$ cat src/rtl/rst_seq_pkg.sv
// Shared types and defaults for the staged reset sequencer.
// Watchdog behaviour is selected by the RST_SEQ_TIMEOUT_EN macro in rst_seq_ctl.
package rst_seq_pkg;

  localparam int unsigned StateW = 3;

  typedef enum logic [StateW-1:0] {
    StIdle,
    StHold,
    StStage,
    StRun,
    StDone
  } state_e;

  localparam int unsigned DefNumCh      = 4;
  localparam int unsigned DefHoldCyc    = 2;
  localparam int unsigned DefGapCyc     = 1;
  localparam int unsigned DefTimeoutCyc = 20;
  localparam int unsigned DefCntW       = 16;

  // Bits needed to hold values 0..n-1, never less than one.
  function automatic int unsigned clog2_min1(input int unsigned n);
    int unsigned w;
    w = $clog2(n);
    return (w < 1) ? 1 : w;
  endfunction

endpackage

$ cat src/rtl/rst_seq_timer.sv
// Loadable down-counter; expired is high while the count sits at zero.
module rst_seq_timer #(
  parameter int unsigned W = 4
) (
  input  logic         clk,
  input  logic         rst,
  input  logic         load,
  input  logic [W-1:0] load_val,
  output logic         expired
);

  logic [W-1:0] cnt_q;

  // Load wins over counting; the count parks at zero.
  always_ff @(posedge clk) begin
    if (rst) begin
      cnt_q <= '0;
    end else if (load) begin
      cnt_q <= load_val;
    end else if (cnt_q != '0) begin
      cnt_q <= cnt_q - W'(1);
    end
  end

  assign expired = (cnt_q == '0);

endmodule

$ cat src/rtl/rst_seq_ctl.sv
// Staged reset sequencer: holds all channels, releases them one by one in
// ascending order, then counts run cycles. Define RST_SEQ_TIMEOUT_EN to enable
// the run-phase watchdog (RUN -> DONE after TIMEOUT_CYC cycles).
module rst_seq_ctl
  import rst_seq_pkg::*;
#(
  parameter int unsigned NUM_CH      = DefNumCh,
  parameter int unsigned HOLD_CYC    = DefHoldCyc,
  parameter int unsigned GAP_CYC     = DefGapCyc,
  parameter int unsigned TIMEOUT_CYC = DefTimeoutCyc,
  parameter int unsigned CNT_W       = DefCntW
) (
  input  logic              clk,
  input  logic              rst,
  input  logic              start,
  input  logic              abort,
  output logic [NUM_CH-1:0] ch_rst,
  output logic              all_released,
  output logic              busy,
  output logic [CNT_W-1:0]  cycle_cnt,
  output logic              timeout
);

  localparam int unsigned TmrMax = (HOLD_CYC > GAP_CYC) ? HOLD_CYC : GAP_CYC;
  localparam int unsigned TmrW   = clog2_min1(TmrMax);

  state_e            state_q, state_d;
  logic [NUM_CH-1:0] ch_rst_q, ch_rst_d;
  logic [CNT_W-1:0]  cnt_q, cnt_d;
  logic              tmr_load;
  logic [TmrW-1:0]   tmr_val;
  logic              tmr_expired;

  rst_seq_timer #(
    .W(TmrW)
  ) u_timer (
    .clk     (clk),
    .rst     (rst),
    .load    (tmr_load),
    .load_val(tmr_val),
    .expired (tmr_expired)
  );

  // State, channel resets and run counter registers.
  always_ff @(posedge clk) begin
    if (rst) begin
      state_q  <= StIdle;
      ch_rst_q <= '1;
      cnt_q    <= '0;
    end else begin
      state_q  <= state_d;
      ch_rst_q <= ch_rst_d;
      cnt_q    <= cnt_d;
    end
  end

  // Next-state logic; abort overrides everything below rst.
  always_comb begin
    state_d  = state_q;
    ch_rst_d = ch_rst_q;
    cnt_d    = cnt_q;
    tmr_load = 1'b0;
    tmr_val  = '0;
    if (abort) begin
      state_d  = StIdle;
      ch_rst_d = '1;
    end else begin
      unique case (state_q)
        StIdle, StDone: begin
          if (start) begin
            state_d  = StHold;
            ch_rst_d = '1;
            tmr_load = 1'b1;
            tmr_val  = TmrW'(HOLD_CYC - 1);
          end
        end
        StHold, StStage: begin
          if (tmr_expired) begin
            // Shifting in zeros releases the next-lowest held channel.
            ch_rst_d = ch_rst_q << 1;
            tmr_load = 1'b1;
            tmr_val  = TmrW'(GAP_CYC - 1);
            if (ch_rst_d == '0) begin
              state_d = StRun;
              cnt_d   = '0;
            end else begin
              state_d = StStage;
            end
          end
        end
        StRun: begin
          if (cnt_q != '1) begin
            cnt_d = cnt_q + CNT_W'(1);
          end
`ifdef RST_SEQ_TIMEOUT_EN
          if (64'(cnt_q) == 64'(TIMEOUT_CYC) - 64'd1) begin
            state_d  = StDone;
            ch_rst_d = '1;
            cnt_d    = cnt_q;
          end
`endif
        end
        default: begin
          state_d  = StIdle;
          ch_rst_d = '1;
        end
      endcase
    end
  end

  assign ch_rst       = ch_rst_q;
  assign all_released = (state_q == StRun);
  assign busy         = (state_q == StHold) || (state_q == StStage);
  assign cycle_cnt    = cnt_q;
`ifdef RST_SEQ_TIMEOUT_EN
  assign timeout      = (state_q == StDone);
`else
  assign timeout      = 1'b0;
`endif

endmodule

$ cat config.mk
export PLATFORM = sky130hd
export DESIGN_NAME = rst_seq_ctl
export DESIGN_NICKNAME = d
export VERILOG_FILES = /design/src/rtl/rst_seq_pkg.sv /design/src/rtl/rst_seq_timer.sv /design/src/rtl/rst_seq_ctl.sv
export SDC_FILE = /design/constraint.sdc
export NUM_CORES = 1
export LEC_CHECK = 0
export BUFFER_PORTS_ARGS = -buffer_cell sky130_fd_sc_hd__buf_2
export CORE_AREA = 2 2 60 62
export CTS_BUF_LIST = sky130_fd_sc_hd__clkbuf_4 sky130_fd_sc_hd__clkbuf_8
export DETAILED_ROUTE_END_ITERATION = 10
export DIE_AREA = 0 0 62 64
export HOLD_SLACK_MARGIN = 0.12
export PLACE_DENSITY = 0.64
export SLEW_MARGIN = 10
export SYNTH_ARGS = -nofsm -noshare
export SYNTH_HDL_FRONTEND = slang
export SYNTH_HIERARCHICAL = 1
export SYNTH_SLANG_ARGS = --single-unit
$ cat constraint.sdc
create_clock -name clk -period 3.78 [get_ports clk]
set_clock_uncertainty 0.1 [all_clocks]
set_input_delay 0.756 -clock clk [delete_from_list [all_inputs] [get_ports clk]]
set_output_delay 0.756 -clock clk [all_outputs]
set_load 0.1 [all_outputs]
==> results.json, run 1 <==
{
  "status": "finished clean",
  "rows": 21,
  "slowest_stage": "ha_1",
  "num_vias": 1267,
  "clock-sinks": 23,
  "grt_pass1_wl_um": 4910,
  "grt_antenna_before_repair": 0,
  "cts_buffers": 3,
  "tightestPinTransition_ns": 0.790,
  "sequentialPowerShare": 0.602,
  "syn_inst": 154,
  "nets": 186,
  "fin_crit_ns": 2.83,
  "p_comb_frac": 0.111,
  "post_cts_resized": 0,
  "max_stage_delay_ns": 0.69,
  "yosysTopAreaCell": "dfxtp_1",
  "p_per_area_mw_per_mm2": 281,
  "boundaryPins": 27,
  "synth_top_area_share": 0.364,
  "ys_seq_area_frac": 0.364,
  "post-route-util": 0.440,
  "stdcell_area_mm2": 0.00145,
  "finalHoldViolations": 0,
  "power.net_switching_uw": 113,
  "synthTopCellsByArea": "dfxtp_1 (36%), a21oi_1 (5.1%), nand2_1 (4.8%)",
  "ir_drop_mv": 0.112,
  "drt_iter0_markers": 95,
  "ant_nets": 0,
  "area_growth_pct": 14.5,
  "portBuffers": 25,
  "grt_usage": 0.160,
  "setup.worst_path.start_class": "flop",
  "crit_arrival_ns": 1.97,
  "power_frac_clock": 0.287,
  "dpl.hpwl_um": 2090,
  "crit_path_cell_trace": "ha_1, buf_2",
  "clk_pin_slew_worst_paths_ns": 0.13,
  "first_global_vias": 1134,
  "crit_path_max_fanout": 22,
  "slew_viol_final": 0,
  "clk_latency_ns": 0.31,
  "rsz0062_at_grt": "no",
  "ys_seq_elements": 23,
  "routed_via_density": 5.68,
  "wl_per_cell_um": 13.4,
  "cts_buffer_depth": 2,
  "die-area_mm2": 0.00397,
  "setup_viol": 0,
  "switching_share": 0.277,
  "antenna_cells": 0,
  "core_region_area_mm2": 0.00328,
  "route.detailed.drc": 0,
  "cts_tree": "done",
  "yosysWarnings": 6,
  "final_common_cell": "buf_2",
  "synthesis.area_mm2": 0.00126,
  "placement.cell_area_mm2": 0.00142,
  "cts_setup_buffers": 0,
  "syn_nets": 162,
  "slew_headroom": 0.473,
  "dr.pass1.iters": 4,
  "cts_hold_buf": 0,
  "htreeDepth": 1,
  "grt_max_degree": 23,
  "ys_types": 43,
  "fin_crit_sh": 0.748,
  "overflow": 0,
  "critical_path_class": "reg -> out",
  "intPower_uw": 294,
  "die_w_um": 62,
  "syn_avg_cell_area_um2": 8.21,
  "place_congestion": 0.775,
  "hold_class": "reg -> reg",
  "crit_path_end_kind": "output pin",
  "max-cap-violations": 0,
  "start_util": 0.385,
  "p_leak_uw": 0.000563,
  "setup-tns-final_ns": 0,
  "drive_gt1_frac": 0.209,
  "required_ns": 2.92,
  "layout_common_cells": "buf_2 (25), dfxtp_1 (23), nand2_1 (16)",
  "max_freq_mhz": 354,
  "r2r_slack_ns": 1.36,
  "root_buffer": "clkbuf_4",
  "wl_um": 2990,
  "fill_cells": 354,
  "die_y_um": 64
}
==> synth_stat cells (all sizes together) <==
library cell  count
and3              6
o21ai             9
inv               8
o22ai             3
or2               1
conb              1
a311oi            5
nand3            10
a211o             2
buf               2
nor2b             3
nand2b            3
a211oi            2
a21oi            14
clkbuf            4
or4b              1
nor3              4
a41o              1
nand2            17
a31o              1
o211ai            1
o2bb2ai           2
nor2              9
a41oi             2
o31a              1
or4               1
and2              1
nand4b            1
nand4             3
a31oi             1
a21boi            2
nor4              1
a32o              1
o31ai             1
and3b             1
dfxtp            23
mux2i             2
ha                4
==> power groups by stage <==
| stage | clock network [µW] | logic [µW] | registers [µW] |
|---|---|---|---|
| after detailed placement | 0 | 44.9 | 251 |
| final | 117 | 45.1 | 245 |
| after global routing | 137 | 49.2 | 246 |
| after CTS | 120 | 45.0 | 245 |
| after global placement | 0 | 44.1 | 250 |
| after floorplan | 0 | 35.3 | 252 |
==> cell families (layout without fill, tap and decap cells) <==
group,count (synthesis),count (layout),synth area share
simple gates,62,62,0.254
compound gates,48,48,0.277
flops,23,23,0.364
buf+inv,14,37,0.0455
fa+ha+maj,4,4,0.0396
mux,2,2,0.0158
other cells,1,1,0.00297
==> stage by stage <==
step | hold slack, ns | std cells | setup slack (ns) | total power, µW
floorplan | 0.427 | 154 | 1.18 | 288
global placement | 0.379 | 219 | 1.38 | 294
detailed placement | 0.376 | 219 | 1.33 | 296
CTS | 0.409 | 223 | 0.968 | 410
global route | 0.447 | 223 | 0.848 | 432
finish | 0.405 | 223 | 0.954 | 407
==> worst max-delay path: cells and delay by family, from the launching register on <==
| family | cells | cell delay (ns) |
|---|---|---|
| adders and majority gates | 1 | 0.69 |
| buffers and inverters | 1 | 0.56 |
| DFF | 1 | 0.40 |
==> registers in the layout (all words and copies together) (netlist names) <==
register,flops
ch_rst,4
cycle_cnt,16
state_q,2
u_timer/cnt_q,1
==> path summary, 6_finish.rpt <==
| path | endpoint | from | cells past startpoint |
|---|---|---|---|
| worst max-delay path | all_released | state_q[0] | 2 |
| worst min-delay path | ch_rst[3] | ch_rst[3] | 2 |
| worst max register to register | cycle_cnt[7] | state_q[0] | 6 |
| worst min register to register | ch_rst[3] | ch_rst[3] | 2 |
==> area by class of cell <==
| cell class | instances | area [µm²] | share of cell area |
|---|---|---|---|
| clock buffer | 3 | 22.5 | 0.0156 |
| clock inverter | 1 | 5.00 | 0.00346 |
| inverter | 8 | 30.0 | 0.0208 |
| multi-input combinational | 117 | 746 | 0.516 |
| sequential | 23 | 460 | 0.318 |
| tap | 46 | 57.6 | 0.0398 |
| timing repair buffer | 25 | 125 | 0.0865 |
==> per-layer routing <==
layer	wire length, µm	track usage	vias to the layer above
met4	24	0.0585	0
met3	179	0.0344	4
met5	0	0	-
met1	1350	0.201	600
li1	-	-	621
met2	1440	0.262	42
(Power assumes the default switching activity.)
==> inputs of run 2 (changes only) <==
==> constraint.sdc (replaced) <==
create_clock -name clk -period 2.9 [get_ports clk]
set_clock_uncertainty 0.1 [all_clocks]
set_input_delay 0.58 -clock clk [delete_from_list [all_inputs] [get_ports clk]]
set_output_delay 0.58 -clock clk [all_outputs]
set_load 0.1 [all_outputs]
==> results.json, run 2 (synthesis results as in run 1) <==
{
  "status": "finished clean",
  "cts_buffers": 3,
  "critical_path_class": "reg -> out",
  "crit_arrival_ns": 1.96,
  "overflow": 0,
  "p_per_area_mw_per_mm2": 373,
  "start_util": 0.385,
  "die_y_um": 64,
  "dp_worst_setup_slack_ns": 0.498,
  "power.net_switching_uw": 146,
  "final_common_cell": "buf_2",
  "wl_met3_um": 139,
  "hold_end": "state_q[0]",
  "die-area_mm2": 0.00397,
  "fin_crit_sh": 0.911,
  "timing.rr.start": "state_q[0]",
  "max_stage_delay_ns": 0.68,
  "htreeDepth": 1,
  "boundaryPins": 27,
  "ir_drop_mv": 0.188,
  "crit_path_cell_trace": "ha_1, buf_2",
  "core_region_area_mm2": 0.00328,
  "tightestPinTransition_ns": 0.782,
  "post_cts_resized": 0,
  "dpl.hpwl_um": 2200,
  "grt_antenna_before_repair": 0,
  "wl_um": 3030,
  "slew_headroom": 0.479,
  "grt_usage": 0.161,
  "first_global_vias": 1149,
  "setup.worst_path.start_class": "flop",
  "clk_pin_slew_worst_paths_ns": 0.13,
  "r2r_slack_ns": 0.41,
  "drive_gt1_frac": 0.209,
  "routed_via_density": 5.62,
  "layout_common_cells": "buf_2 (25), dfxtp_1 (23), nand2_1 (16)",
  "switching_share": 0.269,
  "area_growth_pct": 14.7,
  "r2r_cells": 6,
  "top_layer": "met4",
  "layoutNonFillerInstCount": 223,
  "rows": 21,
  "p_comb_frac": 0.109,
  "holdPathStages": 2,
  "rsz0062_at_grt": "no",
  "crit_path_max_fanout": 22,
  "cts_buffer_depth": 2,
  "cts_hold_buf": 0,
  "root_buffer": "clkbuf_4",
  "hold_class": "in -> reg",
  "drt_iter0_markers": 78,
  "place_congestion": 0.855,
  "power_frac_clock": 0.300,
  "intPower_uw": 395,
  "max-cap-violations": 0,
  "slowest_stage": "ha_1",
  "dp_cells": 219,
  "antenna_cells": 0,
  "grt_pass1_wl_um": 5000,
  "worst_slack_ns": 0.257,
  "crit_path_end_kind": "output pin",
  "crit_buf_inv": 1,
  "wl_per_cell_um": 13.6,
  "fill_cells": 339,
  "sequentialPowerShare": 0.591,
  "setup-tns-final_ns": 0,
  "slew_viol_final": 0,
  "ant_nets": 0,
  "dr_wl_met2_um": 1460,
  "wl_met1_um": 1370,
  "nets": 186,
  "portBuffers": 25,
  "clk_latency_ns": 0.32,
  "cts_setup_buffers": 0,
  "p_leak_uw": 0.000564,
  "route.detailed.drc": 0,
  "setup_viol": 0,
  "dr.pass1.iters": 4,
  "crit_family": "adder cells",
  "num_vias": 1254,
  "largest_reg_flops": 16,
  "fin_crit_ns": 2.64,
  "clock-sinks": 23,
  "worstReg2RegEnd": "cycle_cnt[2]",
  "max_freq_mhz": 378,
  "required_ns": 2.22,
  "die_w_um": 62,
  "grt_max_degree": 23,
  "cts_tree": "done",
  "finalHoldViolations": 0,
  "min_from": "abort"
}
## run 2: layout make-up
type                            instances  area [µm²]  share of cell area
Inverter                                8        30.0              0.0207
Multi-Input combinational cell        117         746               0.515
Clock buffer                            4        30.0              0.0207
Tap cell                               46        57.6              0.0397
Timing Repair Buffer                   25         125              0.0864
Sequential cell                        23         460               0.318
## run 2: power groups by stage
stage	logic, µW	clock network [µW]	registers (µW)
global placement	57.4	0	326
global route	63.0	181	320
finish	58.8	162	320
floorplan	46.0	0	329
detailed placement	58.6	0	327
CTS	58.7	166	320
## run 2: metrics by stage
step / instance area [µm²] / utilization / total power (µW) / hold WS [ns]
final: 1450 / 0.441 / 541 / 0.400
after global routing: 1450 / 0.441 / 564 / 0.397
after CTS: 1450 / 0.441 / 545 / 0.396
after detailed placement: 1420 / 0.432 / 385 / 0.382
after global placement: 1420 / 0.432 / 384 / 0.379
after floorplan: 1260 / - / 375 / 0.427
## run 2: how the worst max path moves through the flow
stage	from	endpoint	slack (ns)	cells after the start
3_3_place_gp	state_q[0]	cycle_cnt[7]	0.61	6
3_5_place_dp	state_q[0]	cycle_cnt[2]	0.50	6
5_1_grt	state_q[0]	all_released	0.14	2
6_report	state_q[0]	all_released	0.26	2
2_1_floorplan	state_q[0]	cycle_cnt[15]	0.30	7
4_1_cts	state_q[0]	all_released	0.28	2
## run 2: per-layer routing
metal  up-vias  track usage
met4         0       0.0638
met2        37        0.259
li1        613            -
met5         -            0
met3         7       0.0263
met1       597        0.207
## run 2: worst reg2reg max path, cell delays in order (launching register included)
cell and delay [ns]:
dfxtp_1 0.40, ha_1 0.68, nand2b_1 0.21, a21oi_4 0.27, a21boi_2 0.36, a21oi_1 0.12, a311oi_1 0.26
